===== src/rtl/sr595_tx_pkg.sv =====
// Shared state encoding and width helper for the 74x595 chain transmitter.
package sr595_tx_pkg;

    typedef enum logic [1:0] {
        IDLE  = 2'd0,
        CLEAR = 2'd1,
        SHIFT = 2'd2,
        LATCH = 2'd3
    } tx_state_t;

    // Bits needed to hold values 0..n-1, never less than one.
    function automatic int clog2_w(input int n);
        int w;
        w = 1;
        while ((32'sd1 << w) < n) begin
            w = w + 1;
        end
        return w;
    endfunction

endpackage


===== src/rtl/sr595_tx_phase.sv =====
// DIV-cycle phase timer: phase_tick marks the last cycle of each DIV-cycle phase.
module sr595_tx_phase
    import sr595_tx_pkg::*;
#(
    parameter int DIV = 2
) (
    input  logic clk,
    input  logic rst_n,
    input  logic clr,
    input  logic en,
    output logic phase_tick
);

    localparam int CW = clog2_w(DIV + 1);

    logic [CW-1:0] cnt_r;
    logic          last_s;

    assign last_s     = (cnt_r == CW'(DIV - 1));
    assign phase_tick = en & last_s;

    // Count cycles within a phase and restart after the tick.
    always_ff @(posedge clk) begin
        if (!rst_n) begin
            cnt_r <= '0;
        end else if (clr || phase_tick) begin
            cnt_r <= '0;
        end else if (en) begin
            cnt_r <= cnt_r + CW'(1);
        end else begin
            cnt_r <= cnt_r;
        end
    end

endmodule


===== src/rtl/sr595_chain_tx.sv =====
// Serial transmitter for a 74x595 chain: shifts a word on SER/SRCLK, then strobes RCLK.
// Optional SR595_TX_CLR_EN inserts a SRCLR_n pulse before each frame.
module sr595_chain_tx
    import sr595_tx_pkg::*;
#(
    parameter int WIDTH     = 16,
    parameter int DIV       = 2,
    parameter int MSB_FIRST = 1
) (
    input  logic             CLK,
    input  logic             RST_n,
    input  logic [WIDTH-1:0] DATA,
    input  logic             VALID,
    output logic             READY,
    output logic             SER,
    output logic             SRCLK,
    output logic             RCLK,
    output logic             OE_n,
    output logic             SRCLR_n,
    output logic             DONE
);

    localparam int BW = clog2_w(WIDTH + 1);

    tx_state_t        state_r, state_nxt;
    logic [WIDTH-1:0] sh_r, sh_nxt;
    logic [BW-1:0]    bit_cnt_r, bit_cnt_nxt;
    logic             ser_r, ser_nxt;
    logic             srclk_r, srclk_nxt;
    logic             rclk_r, rclk_nxt;
    logic             ready_r, ready_nxt;
    logic             done_r, done_nxt;
    logic             oe_n_r, oe_n_nxt;
    logic             tick_s;
    logic             accept_s;
    logic [WIDTH-1:0] sh_adv_s;

    // The bit on the wire is always at the head of the shift register.
    function automatic logic head_bit(input logic [WIDTH-1:0] v);
        if (MSB_FIRST != 0) begin
            return v[WIDTH-1];
        end else begin
            return v[0];
        end
    endfunction

    assign accept_s = VALID & ready_r;
    assign sh_adv_s = (MSB_FIRST != 0) ? (sh_r << 1) : (sh_r >> 1);

    sr595_tx_phase #(.DIV(DIV)) u_phase (
        .clk        (CLK),
        .rst_n      (RST_n),
        .clr        (state_r == IDLE),
        .en         (state_r != IDLE),
        .phase_tick (tick_s)
    );

`ifdef SR595_TX_CLR_EN
    logic srclr_n_r, srclr_n_nxt;
`endif

    // Next state and next registered outputs.
    always_comb begin
        state_nxt   = state_r;
        sh_nxt      = sh_r;
        bit_cnt_nxt = bit_cnt_r;
        ser_nxt     = ser_r;
        srclk_nxt   = srclk_r;
        rclk_nxt    = rclk_r;
        ready_nxt   = ready_r;
        done_nxt    = 1'b0;
        oe_n_nxt    = oe_n_r;
`ifdef SR595_TX_CLR_EN
        srclr_n_nxt = 1'b1;
`endif
        case (state_r)
            IDLE: begin
                if (accept_s) begin
                    ready_nxt   = 1'b0;
                    sh_nxt      = DATA;
                    bit_cnt_nxt = '0;
`ifdef SR595_TX_CLR_EN
                    state_nxt   = CLEAR;
                    srclr_n_nxt = 1'b0;
                    ser_nxt     = 1'b0;
`else
                    state_nxt   = SHIFT;
                    ser_nxt     = head_bit(DATA);
`endif
                end else begin
                    ready_nxt = 1'b1;
                end
            end
`ifdef SR595_TX_CLR_EN
            CLEAR: begin
                if (tick_s) begin
                    state_nxt = SHIFT;
                    ser_nxt   = head_bit(sh_r);
                end else begin
                    srclr_n_nxt = 1'b0;
                end
            end
`endif
            SHIFT: begin
                if (!tick_s) begin
                    srclk_nxt = srclk_r;
                end else if (!srclk_r) begin
                    srclk_nxt = 1'b1;
                end else if (bit_cnt_r == BW'(WIDTH - 1)) begin
                    // Last bit clocked in: drop SER and start the latch strobe.
                    srclk_nxt = 1'b0;
                    ser_nxt   = 1'b0;
                    rclk_nxt  = 1'b1;
                    state_nxt = LATCH;
                end else begin
                    srclk_nxt   = 1'b0;
                    sh_nxt      = sh_adv_s;
                    ser_nxt     = head_bit(sh_adv_s);
                    bit_cnt_nxt = bit_cnt_r + BW'(1);
                end
            end
            LATCH: begin
                if (tick_s) begin
                    rclk_nxt  = 1'b0;
                    done_nxt  = 1'b1;
                    ready_nxt = 1'b1;
                    oe_n_nxt  = 1'b0;
                    state_nxt = IDLE;
                end else begin
                    rclk_nxt = 1'b1;
                end
            end
            default: begin
                state_nxt = IDLE;
                srclk_nxt = 1'b0;
                rclk_nxt  = 1'b0;
                ser_nxt   = 1'b0;
                ready_nxt = 1'b0;
            end
        endcase
    end

    // State, datapath and output registers.
    always_ff @(posedge CLK) begin
        if (!RST_n) begin
            state_r   <= IDLE;
            sh_r      <= '0;
            bit_cnt_r <= '0;
            ser_r     <= 1'b0;
            srclk_r   <= 1'b0;
            rclk_r    <= 1'b0;
            ready_r   <= 1'b0;
            done_r    <= 1'b0;
            oe_n_r    <= 1'b1;
        end else begin
            state_r   <= state_nxt;
            sh_r      <= sh_nxt;
            bit_cnt_r <= bit_cnt_nxt;
            ser_r     <= ser_nxt;
            srclk_r   <= srclk_nxt;
            rclk_r    <= rclk_nxt;
            ready_r   <= ready_nxt;
            done_r    <= done_nxt;
            oe_n_r    <= oe_n_nxt;
        end
    end

`ifdef SR595_TX_CLR_EN
    // Shift-register clear strobe register.
    always_ff @(posedge CLK) begin
        if (!RST_n) begin
            srclr_n_r <= 1'b1;
        end else begin
            srclr_n_r <= srclr_n_nxt;
        end
    end
    assign SRCLR_n = srclr_n_r;
`else
    assign SRCLR_n = 1'b1;
`endif

    assign READY = ready_r;
    assign SER   = ser_r;
    assign SRCLK = srclk_r;
    assign RCLK  = rclk_r;
    assign OE_n  = oe_n_r;
    assign DONE  = done_r;

endmodule

===== config.mk =====
export PLATFORM = sky130hd
export DESIGN_NAME = sr595_chain_tx
export DESIGN_NICKNAME = d
export VERILOG_FILES = /design/src/rtl/sr595_tx_pkg.sv /design/src/rtl/sr595_tx_phase.sv /design/src/rtl/sr595_chain_tx.sv
export SDC_FILE = /design/constraint.sdc
export NUM_CORES = 1
export LEC_CHECK = 0
export ABC_AREA = 1
export CAP_MARGIN = 40
export CORE_MARGIN = 10
export CORE_UTILIZATION = 52
export DETAILED_ROUTE_END_ITERATION = 7
export HOLD_SLACK_MARGIN = 0.05
export PLACE_DENSITY = 0.79
export REMOVE_ABC_BUFFERS = 1
export SLEW_MARGIN = 20
export SYNTH_ARGS = -nofsm -noshare
export SYNTH_HDL_FRONTEND = slang
export SYNTH_SLANG_ARGS = --single-unit

===== constraint.sdc =====
create_clock -name CLK -period 2 [get_ports CLK]
set_input_delay 0.4 -clock CLK [delete_from_list [all_inputs] [get_ports CLK]]
set_output_delay 0.4 -clock CLK [all_outputs]
set_load 0.05 [all_outputs]

### Word level (Yosys, flattened, before mapping)

Cells that the tools add are included.

* $add $sub $neg: 2
* eq/ne operators: 10
* mux-type cells: 33
* bitwise logic cells: 7
* reductions and logical operators: 14

Operator list (count)
* $mux 15: 4
* $pmux 15 s2: 1
* $mux 5: 4
* $mux 1: 13
* $ne 2x2->1 const B: 6
* $mux 2: 5
* $pmux 5 s2: 1
* $reduce_and 5->1: 2
* $pmux 1 s3: 3
* $reduce_and 2->1: 4
* $reduce_and 4->1: 2
* $pmux 2 s3: 1
* $add 5x1->5 const B: 1
* $eq 5x4->1 const B: 1
* $not 1->1: 5
* $eq 2x2->1 const B: 2
* $reduce_bool 2->1: 2
* $reduce_or 2->1: 2
* $add 2x1->2 const B: 1
* $and 1x1->1: 2
* $eq 2x1->1 const B: 1
* $logic_not 2->1: 1
* $pmux 1 s2: 1
* $logic_or 1x1->1: 1

* flip-flop bits (word level): 30
* input bits: 19
* output and inout bits: 7

### Longest topological paths before layout

Gate-level depths: netlist of the first run.

* word-level depth: 5
* gate-level depth with buffers: 12

### By module

A second synthesis of the first run with hierarchy kept.

* cells, all modules: 248
* area, all modules: 1636.6 um2

By module, submodules not included
* sr595_chain_tx: instances 1, cells an instance 229, area each 1514.0 um2, seq. area each 560.5 um2
* sr595_tx_phase: instances 1, cells an instance 19, area each 122.6 um2, seq. area each 40.0 um2

### Worst setup path after synthesis of the first run

No wires, ideal clock.

* path type: reg2reg
* start: register bit_cnt_r[0]
* end: register bit_cnt_r[2]
* setup time: 115 ps
* arrival time: 1476 ps
* slack: 410 ps
* cell stages (with the launch flop): 12
* clock period less this slack: 1590 ps
* path through: dfxtp_1 > ha_1 > nand2_1 > nor2_1 > ha_1 > inv_1 > nand2_2 > o21ai_4 > nand3_1 > buf_4 > o21ai_1 > nor2_1

* longest elaborated chain between the ends: 5
* elaborated cells between the ends (all ways): 8
* those cells by class: 1 x add/sub; 2 x eq/ne; 4 x mux; 1 x reduce/logical

Ends and longest elaborated chain
* from (decl): RTL line sr595_chain_tx.sv:27 `logic [BW-1:0] bit_cnt_r, bit_cnt_nxt;`
* from (signal assigned): RTL line sr595_chain_tx.sv:158 `bit_cnt_r <= bit_cnt_nxt;`
* $add 5x1->5: RTL line sr595_chain_tx.sv:119 `bit_cnt_nxt = bit_cnt_r + BW'(1);`
* $mux 5: RTL line sr595_chain_tx.sv:109 `end else if (bit_cnt_r == BW'(WIDTH - 1)) begin`
* $mux 5: RTL line sr595_chain_tx.sv:107 `end else if (!srclk_r) begin`
* $mux 5: RTL line sr595_chain_tx.sv:105 `if (!tick_s) begin`
* $pmux 5 s2: RTL line sr595_chain_tx.sv:76 `case (state_r)`

Parallel ways exist; a longest one is shown, timed or not. The select of a mux whose other input is x is not followed.
A chain may end at the register's enable or synchronous reset.

### Worst setup path in the final report of the first run

* start: register srclk_r (netlist: SRCLK)
* end: output port SRCLK

RTL lines
* from (decl): RTL line sr595_chain_tx.sv:29 `logic srclk_r, srclk_nxt;`
* from (signal assigned): RTL line sr595_chain_tx.sv:160 `srclk_r <= srclk_nxt;`
* to (decl): RTL line sr595_chain_tx.sv:16 `output logic SRCLK,`

No word-level cell between the ends.

==> impl_metrics.json, run 1 <==
{
  "status": "complete, no violations",
  "synth_top_area_share_pct": 39.4,
  "yosysMostFrequentCell": "nand2_1",
  "vias": 1421,
  "ant_nets": 0,
  "worstPathMaxFanout": 3,
  "hold_depth": 1,
  "layout-drive-gt1-share_pct": 8.03,
  "ys_seq_area_share_pct": 39.4,
  "core_mm2": 0.00278,
  "clock_latency_ns": 0.33,
  "worst_pin_slew_ns": 0.502,
  "placed_cells": 272,
  "synth-simple-area-share_pct": 36.2,
  "leakagePower_nw": 0.810,
  "cpPeakStageDelay_ns": 0.82,
  "avgSynthCellArea_um2": 6.80,
  "cts.sinks": 30,
  "syn_area_mm2": 0.00152,
  "yosys_register_bits": 30,
  "routed_wirelength_um": 3100,
  "final_util_pct": 65.5,
  "highest_layer": "met4",
  "path_class": "register to primary output",
  "grt_pass1_wl_um": 5240,
  "irDropWorstVdd_mv": 1.22,
  "path_cells": "clkdlybuf4s50_1",
  "cpLargestDelayFamily": "buffers and inverters",
  "p_per_area_mw_per_mm2": 1570,
  "gp_congestion": 0.834,
  "yosys.area.top_type": "dfxtp_1",
  "synthToLayoutAreaGrowth_pct": 19.6,
  "synth.distinct_cells": 24,
  "fmax_mhz": 517,
  "period_needed_ns": 1.93,
  "firstDrtPassIters": 4,
  "die_y_um": 74.1,
  "dpl.hpwl_um": 2240,
  "num_rows": 19,
  "worstRegToRegCells": 11,
  "wirelength_met1_um": 1390,
  "antenna_found_initial": 0,
  "clock_path_buffers": 2,
  "layout.nets": 273,
  "postCtsSetupBuffers": 0,
  "synthAdderAreaFrac_pct": 4.93,
  "grt_max_degree": 23,
  "grt_usage_pct": 12.0,
  "skew_ns": 0.0105,
  "diodes": 0,
  "initialDrtViolationCount": 104,
  "startpoint_type": "register",
  "cts-buffers-inserted": 5,
  "setup_viol": 0,
  "crit_buf_inv": 1,
  "synth_commonest_cells": "nand2_1, nor2_1, dfxtp_1",
  "max_cap_viol_count": 0,
  "final-hold-violation-count": 0,
  "die_w_um": 74.1,
  "ios": 26,
  "synth_xor_area_share_pct": 0,
  "rsz0062_at_grt": "no",
  "min_path_type": "register to register",
  "worstPathArrival_ns": 1.53,
  "vias_per_cell": 5.08,
  "synth_top_family_by_area": "simple AND/OR/NAND/NOR gates",
  "start_util_pct": 54.7,
  "slew-limit-headroom_pct": 66.5,
  "fin_crit_sh_pct": 96.6,
  "h-tree-depth": 2,
  "port_buffers": 24,
  "synth.mux.area_fraction_pct": 0,
  "synthArstFlopShare_pct": 0,
  "synth_edf_count": 0,
  "cp.required_ns": 1.60,
  "die_area_mm2": 0.00549,
  "grt_remaining_overflow": 0,
  "clkTransAtPathRegs_ns": 0.09,
  "yosysWarningCount": 0,
  "crit_path_end_kind": "primary output",
  "dr_wl_met2_um": 1440,
  "routedWlPerCell_um": 11.1,
  "synth-compound-area-share_pct": 10.5,
  "ys_top_cells_by_area": "dfxtp_1, nand2_1, nor2_1",
  "ys_dominant_reg_cell": "dfxtp_1",
  "final_cells": 280,
  "postSynthCellCount": 224,
  "drc_errors": 0,
  "slew_violations": 0,
  "clock-root-buffer": "clkbuf_4",
  "critPathSlowestCell": "clkdlybuf4s50_1",
  "path_depth": 1,
  "grt_pass1_vias": 1229,
  "cts_tree": "yes",
  "wl_met3_um": 234
}
==> registers in the layout, indices dropped and copies added (netlist names) <==
register,count
RCLK,1
SER,1
READY,1
SRCLK,1
DONE,1
sh_r,15
OE_n,1
u_phase.cnt_r,2
state_r,2
bit_cnt_r,5
==> report_power, final <==
| group | total (W) | switching (W) | internal, W |
|---|---|---|---|
| clock network | 0.000376 | 0.000206 | 0.000170 |
| registers | 0.000892 | 0.000100 | 0.000792 |
| logic | 0.00159 | 0.00105 | 0.000545 |
| total | 0.00286 | 0.00136 | 0.00151 |
==> routing by layer <==
metal,track usage (%),vias to the layer above
li1,-,748
met1,14.3,630
met2,19.0,38
met3,5.05,5
met4,3.93,0
met5,0,-
==> cells in the final DEF, fill, tap and decap left out <==
master,instances
a211oi_1,1
a21oi_1,10
a31oi_1,1
buf_4,2
buf_6,1
clkbuf_1,1
clkbuf_4,5
clkbuf_8,1
clkdlybuf4s50_1,24
clkinv_2,1
conb_1,1
dfxtp_1,30
ha_1,6
inv_1,13
inv_2,4
nand2_1,72
nand2_2,1
nand2_4,2
nand3_1,6
nand3_2,1
nand4_1,4
nor2_1,42
nor2_8,1
nor3_1,2
o21ai_0,1
o21ai_1,15
o21ai_4,1
==> per-stage QoR <==
step / instance area (µm²) / hold slack [ns] / power [W] / TNS [ns] / setup slack (ns)
6_report: 1820 / 0.424 / 0.00286 / 0 / 0.0670
4_1_cts: 1820 / 0.425 / 0.00288 / 0 / 0.0527
3_3_place_gp: 1760 / 0.413 / 0.00246 / 0 / 0.228
3_5_place_dp: 1760 / 0.412 / 0.00249 / 0 / 0.189
2_1_floorplan: 1460 / 0.397 / 0.00208 / -1.15 / -0.0864
5_1_grt: 1820 / 0.480 / 0.00313 / 0 / 0.00176
==> worst paths after layout <==
| path | startpoint | end | slack [ns] |
|---|---|---|---|
| min reg2reg | u_phase.cnt_r[0]$_SDFFE_PP0P_ | u_phase.cnt_r[0]$_SDFFE_PP0P_ | 0.42 |
| max reg2reg | bit_cnt_r[0]$_SDFFE_PN0P_ | bit_cnt_r[0]$_SDFFE_PN0P_ | 0.21 |
| min | u_phase.cnt_r[0]$_SDFFE_PP0P_ | u_phase.cnt_r[0]$_SDFFE_PP0P_ | 0.42 |
| max | SRCLK$_SDFFE_PN0P_ | SRCLK | 0.07 |
==> cells by family after synthesis <==
group	Yosys count
other	1
DFF	30
buffers and inverters	27
adders and majority gates	6
AOI/OAI and AO/OA	29
and+or+nand+nor	131
==> final cells by class <==
| cell class | count | area (µm²) |
|---|---|---|
| clock inverters | 1 | 5.00 |
| clock buffers | 7 | 55.1 |
| multi-input cells | 167 | 791 |
| fillers | 263 | 961 |
| repair buffers | 27 | 267 |
| flip-flops and latches | 30 | 601 |
| well taps | 31 | 38.8 |
| inverters | 17 | 63.8 |
==> repair_timing <==
action / in CTS / in global routing
setup endpoints to repair: 0 / 4
gates resized for setup: 0 / 1
hold buffers: 0 / 0
Note: power is estimated with default switching activity, not from simulation.
==> inputs of run 2 (changes only) <==
Settings changed: CORE_UTILIZATION 52 to 40, CTS_BUF_LIST from default to sky130_fd_sc_hd__clkbuf_8, PLACE_DENSITY 0.79 to default, SETUP_SLACK_MARGIN from default to 0.1.
==> impl_metrics.json, run 2 (same netlist as run 1, synthesis figures left out) <==
{
  "status": "complete, no violations",
  "startpoint_type": "register",
  "fin_setup_tns_ns": 0,
  "cp.required_ns": 1.60,
  "irDropWorstVdd_mv": 0.724,
  "firstDrtPassIters": 4,
  "regMostFlops": "sh_r",
  "setup_slack_ns": 0.173,
  "grt_usage_pct": 11.1,
  "timing.hold.ws_ns": 0.422,
  "crit_path_end_kind": "primary output",
  "combinationalPowerShare_pct": 55.8,
  "h-tree-depth": 2,
  "grt_max_degree": 23,
  "antenna_found_initial": 0,
  "die_y_um": 81.7,
  "skew_ns": 0.00794,
  "p_int_w": 0.00169,
  "start_util_pct": 41.6,
  "p_per_area_mw_per_mm2": 1640,
  "slew-limit-headroom_pct": 66.2,
  "reg_top3": "sh_r: 15 flops, bit_cnt_r: 5 flops",
  "power_w": 0.00314,
  "clock_latency_ns": 0.28,
  "worst_pin_slew_ns": 0.506,
  "clkTransAtPathRegs_ns": 0.07,
  "clkPwrFrac_pct": 15.8,
  "final_common_cell": "nand2_1",
  "routedWlPerCell_um": 11.6,
  "diodes": 0,
  "core_mm2": 0.00366,
  "layout.nets": 276,
  "vias": 1415,
  "synthToLayoutAreaGrowth_pct": 25.6,
  "largest_reg_flops": 15,
  "ios": 26,
  "rsz0062_at_grt": "no",
  "seq_power_share_pct": 28.4,
  "cts-buffers-inserted": 5,
  "grt_pass1_wl_um": 5800,
  "grt_remaining_overflow": 0,
  "grt_pass1_vias": 1320,
  "die_area_mm2": 0.00667,
  "cpPeakStageDelay_ns": 0.81,
  "min_path_type": "register to register",
  "max_cap_viol_count": 0,
  "post-place-ws_ns": 0.192,
  "worstPathArrival_ns": 1.43,
  "final_cell_mix": "nand2_1, nor2_1, dfxtp_1, clkdlybuf4s50_1, o21ai_1",
  "setup_viol": 0,
  "num_rows": 22,
  "ant_nets": 0,
  "final-hold-violation-count": 0,
  "fin_crit_sh_pct": 91.4,
  "critPathSlowestCell": "clkdlybuf4s50_1",
  "vias_per_cell": 4.72,
  "cts.sinks": 30,
  "drc_errors": 0,
  "path_class": "register to primary output",
  "port_buffers": 24,
  "clock_path_buffers": 2,
  "slew_violations": 0,
  "layout-drive-gt1-share_pct": 9.52,
  "path_cells": "clkdlybuf4s50_1",
  "clock-root-buffer": "clkbuf_8",
  "routed_wirelength_um": 3490,
  "initialDrtViolationCount": 55,
  "cpLargestDelayFamily": "buffers and inverters",
  "cts_tree": "yes",
  "dpl.hpwl_um": 2280,
  "die_w_um": 81.7,
  "period_needed_ns": 1.83,
  "worstPathMaxFanout": 2,
  "p_switching_w": 0.00145,
  "leakagePower_nw": 0.873,
  "fmax_mhz": 547,
  "crit_buf_inv": 1,
  "gp_congestion": 0.780,
  "switching_share_pct": 46.1
}
==> run 2: cell count changes in the layout (fill, tap and decap cells not counted) <==
cell | previous run | this run
dlymetal6s2s_1 | 0 | 2
clkbuf_4 | 5 | 0
buf_8 | 0 | 1
clkbuf_1 | 1 | 0
nand3_1 | 6 | 5
inv_1 | 13 | 14
clkbuf_8 | 1 | 6
buf_6 | 1 | 0
buf_4 | 2 | 4
nor2_4 | 0 | 1
nand3_2 | 1 | 2
clkdlybuf4s50_1 | 24 | 22
==> run 2: final timing paths <==
kind	depth (start not counted)	endpoint	slack [ns]	start
min reg2reg	1	u_phase.cnt_r[0]$_SDFFE_PP0P_	0.42	u_phase.cnt_r[0]$_SDFFE_PP0P_
min	1	u_phase.cnt_r[0]$_SDFFE_PP0P_	0.42	u_phase.cnt_r[0]$_SDFFE_PP0P_
max	1	OE_n	0.17	OE_n$_SDFFE_PN1P_
max reg2reg	11	bit_cnt_r[4]$_SDFFE_PN0P_	0.21	bit_cnt_r[0]$_SDFFE_PN0P_
==> run 2: power by group through the flow <==
stage               logic, W  clock network, W  registers (W)
floorplan            0.00108                 0        0.00101
global placement     0.00159                 0       0.000905
finish               0.00175          0.000495       0.000891
detailed placement   0.00160                 0       0.000904
CTS                  0.00161          0.000516       0.000893
global route         0.00199          0.000543       0.000912
==> run 2: area by class of cell <==
cell class                      instances  area (µm²)
Timing Repair Buffer                   29         290
Multi-Input combinational cell        168         807
Sequential cell                        30         601
Inverter                               17        63.8
Clock inverter                          2        8.76
Fill cell                             370        1750
Tap cell                               48        60.1
Clock buffer                            6        82.6
==> run 2: per-stage QoR <==
| step | instance area, µm² | utilization [%] | instances |
|---|---|---|---|
| after floorplan | 1460 | - | 214 |
| after global placement | 1780 | 48.6 | 289 |
| after detailed placement | 1780 | 48.6 | 289 |
| after CTS | 1870 | 51.1 | 297 |
| after global routing | 1910 | 52.3 | 300 |
| final | 1910 | 52.3 | 300 |
==> run 2: routing by layer <==
layer | track usage (%) | up-vias | wire (µm)
li1 | - | 758 | -
met1 | 12.6 | 624 | 1690
met2 | 17.9 | 27 | 1550
met3 | 4.69 | 6 | 190
met4 | 4.59 | 0 | 58
met5 | 0 | - | 0
==> run 2: what timing repair did <==
item | CTS | global route
setup buffers | 0 | 2
hold endpoints to repair | 0 | 0
hold buffers | 0 | 0
resized for setup | 0 | 5
setup endpoints to repair | 0 | 22
==> inputs of run 3 (changes only) <==
Settings changed: ABC_CLOCK_PERIOD_IN_PS from default to 2000, CORE_ASPECT_RATIO from default to 0.8.
==> impl_metrics.json, run 3 (same netlist as run 1, synthesis figures left out) <==
{
  "combinationalPowerShare_pct": 56.1,
  "diodes": 0,
  "rsz0062_at_grt": "no",
  "grt_pass1_vias": 1289,
  "port_buffers": 24,
  "final_cell_mix": "nand2_1, nor2_1, dfxtp_1, clkdlybuf4s50_1, o21ai_1",
  "h-tree-depth": 2,
  "fmax_mhz": 543,
  "power_w": 0.00316,
  "period_needed_ns": 1.84,
  "cts-buffers-inserted": 5,
  "core_mm2": 0.00354,
  "path_class": "register to primary output",
  "num_rows": 19,
  "clock_path_buffers": 2,
  "seq_power_share_pct": 28.3,
  "reg_top3": "sh_r: 15 flops, bit_cnt_r: 5 flops",
  "postCtsHoldBufs": 0,
  "cpPeakStageDelay_ns": 0.81,
  "placed_cells": 283,
  "slew_violations": 0,
  "irDropWorstVdd_mv": 0.880,
  "crit_buf_inv": 1,
  "final-hold-violation-count": 0,
  "worstPathArrival_ns": 1.44,
  "worstPathMaxFanout": 2,
  "fin_crit_sh_pct": 92.0,
  "path_depth": 1,
  "clkPwrFrac_pct": 15.6,
  "cts_tree": "yes",
  "grt_pass1_wl_um": 6110,
  "clock_latency_ns": 0.28,
  "worstRegToRegCells": 12,
  "min_path_type": "register to register",
  "synthToLayoutAreaGrowth_pct": 25.7,
  "multiInputGateArea_um2": 796,
  "worst_pin_slew_ns": 0.512,
  "path_cells": "clkdlybuf4s50_1",
  "setup_viol": 0,
  "setup_slack_ns": 0.160,
  "die_area_mm2": 0.00669,
  "fin_setup_tns_ns": 0,
  "post-place-ws_ns": 0.192,
  "p_int_w": 0.00175,
  "ios": 26,
  "clock-root-buffer": "clkbuf_8",
  "p_switching_w": 0.00141,
  "firstDrtPassIters": 5,
  "regMostFlops": "sh_r",
  "final_common_cell": "nand2_1",
  "final_cells": 293,
  "hold_depth": 1,
  "slew-limit-headroom_pct": 65.7,
  "layout.nets": 275,
  "final_cell_area_mm2": 0.00191,
  "start_util_pct": 43.0,
  "grt_usage_pct": 11.7,
  "post_dp_cell_area_mm2": 0.00178,
  "cpLargestDelayFamily": "buffers and inverters",
  "p_per_area_mw_per_mm2": 1650,
  "status": "complete, no violations",
  "gp_congestion": 0.828,
  "cts.sinks": 30,
  "skew_ns": 0.00753,
  "cp.required_ns": 1.60,
  "routed_wirelength_um": 3390,
  "vias": 1393,
  "startpoint_type": "register",
  "layout-drive-gt1-share_pct": 9.96,
  "max_cap_viol_count": 0,
  "num-fill-cells": 367,
  "die_w_um": 89.0,
  "routedWlPerCell_um": 11.6,
  "antenna_found_initial": 0,
  "seqCellArea_um2": 603,
  "dpl.hpwl_um": 2380,
  "ant_nets": 0,
  "die_y_um": 75.2,
  "drc_errors": 0,
  "crit_path_end_kind": "primary output",
  "largest_reg_flops": 15,
  "grt_remaining_overflow": 0,
  "critPathSlowestCell": "clkdlybuf4s50_1",
  "initialDrtViolationCount": 85,
  "vias_per_cell": 4.75,
  "switching_share_pct": 44.6,
  "leakagePower_nw": 0.878,
  "clkTransAtPathRegs_ns": 0.06,
  "grt_max_degree": 23
}
[run 3: cell count changes in the layout (fill, tap and decap cells not counted)]
| cell | change |
|---|---|
| buf_8 | -1 |
| nor2_4 | -1 |
| buf_12 | +2 |
| dfxtp_2 | +2 |
| buf_4 | -1 |
| dfxtp_1 | -2 |
[run 3: cell type report]
class / instances / area share [%]
clock buffer: 6 / 4.31
timing repair buffer: 29 / 16.1
clock inverter: 2 / 0.458
sequential: 30 / 31.5
inverter: 17 / 3.33
multi-input combinational: 167 / 41.6
tap: 42 / 2.75
[run 3: metal layers]
layer	vias up	part of all wire [%]	track usage, %
met5	-	0	0
met4	0	2.1	6.34
met3	6	6.7	4.21
met2	32	39	16.7
met1	604	52	15.2
li1	751	-	-
[run 3: repair_timing]
| item | CTS | global route |
|---|---|---|
| setup endpoints to repair | 0 | 20 |
| setup buffers | 0 | 2 |
| resized for setup | 0 | 5 |
| endpoints found under the hold margin | 0 | 0 |
[run 3: worst paths after layout]
check / startpoint / end / slack (ns)
setup reg to reg: bit_cnt_r[0]$_SDFFE_PN0P_ / bit_cnt_r[4]$_SDFFE_PN0P_ / 0.25
hold / removal: u_phase.cnt_r[0]$_SDFFE_PP0P_ / u_phase.cnt_r[0]$_SDFFE_PP0P_ / 0.43
hold reg to reg: u_phase.cnt_r[0]$_SDFFE_PP0P_ / u_phase.cnt_r[0]$_SDFFE_PP0P_ / 0.43
setup / recovery: SER$_SDFFE_PN0P_ / SER / 0.16
[run 3: power by group through the flow]
stage	Clock (W)	Sequential, W	Combinational (W)
after floorplan	0	0.00101	0.00108
after global placement	0	0.000903	0.00164
after detailed placement	0	0.000905	0.00164
after CTS	0.000514	0.000892	0.00165
after global routing	0.000540	0.000918	0.00203
final	0.000493	0.000893	0.00177
[run 3: per-stage QoR]
stage / utilization [%] / hold slack, ns
floorplan: - / 0.397
global placement: 50.3 / 0.413
detailed placement: 50.3 / 0.419
CTS: 52.9 / 0.428
global route: 54.0 / 0.456
finish: 54.0 / 0.426
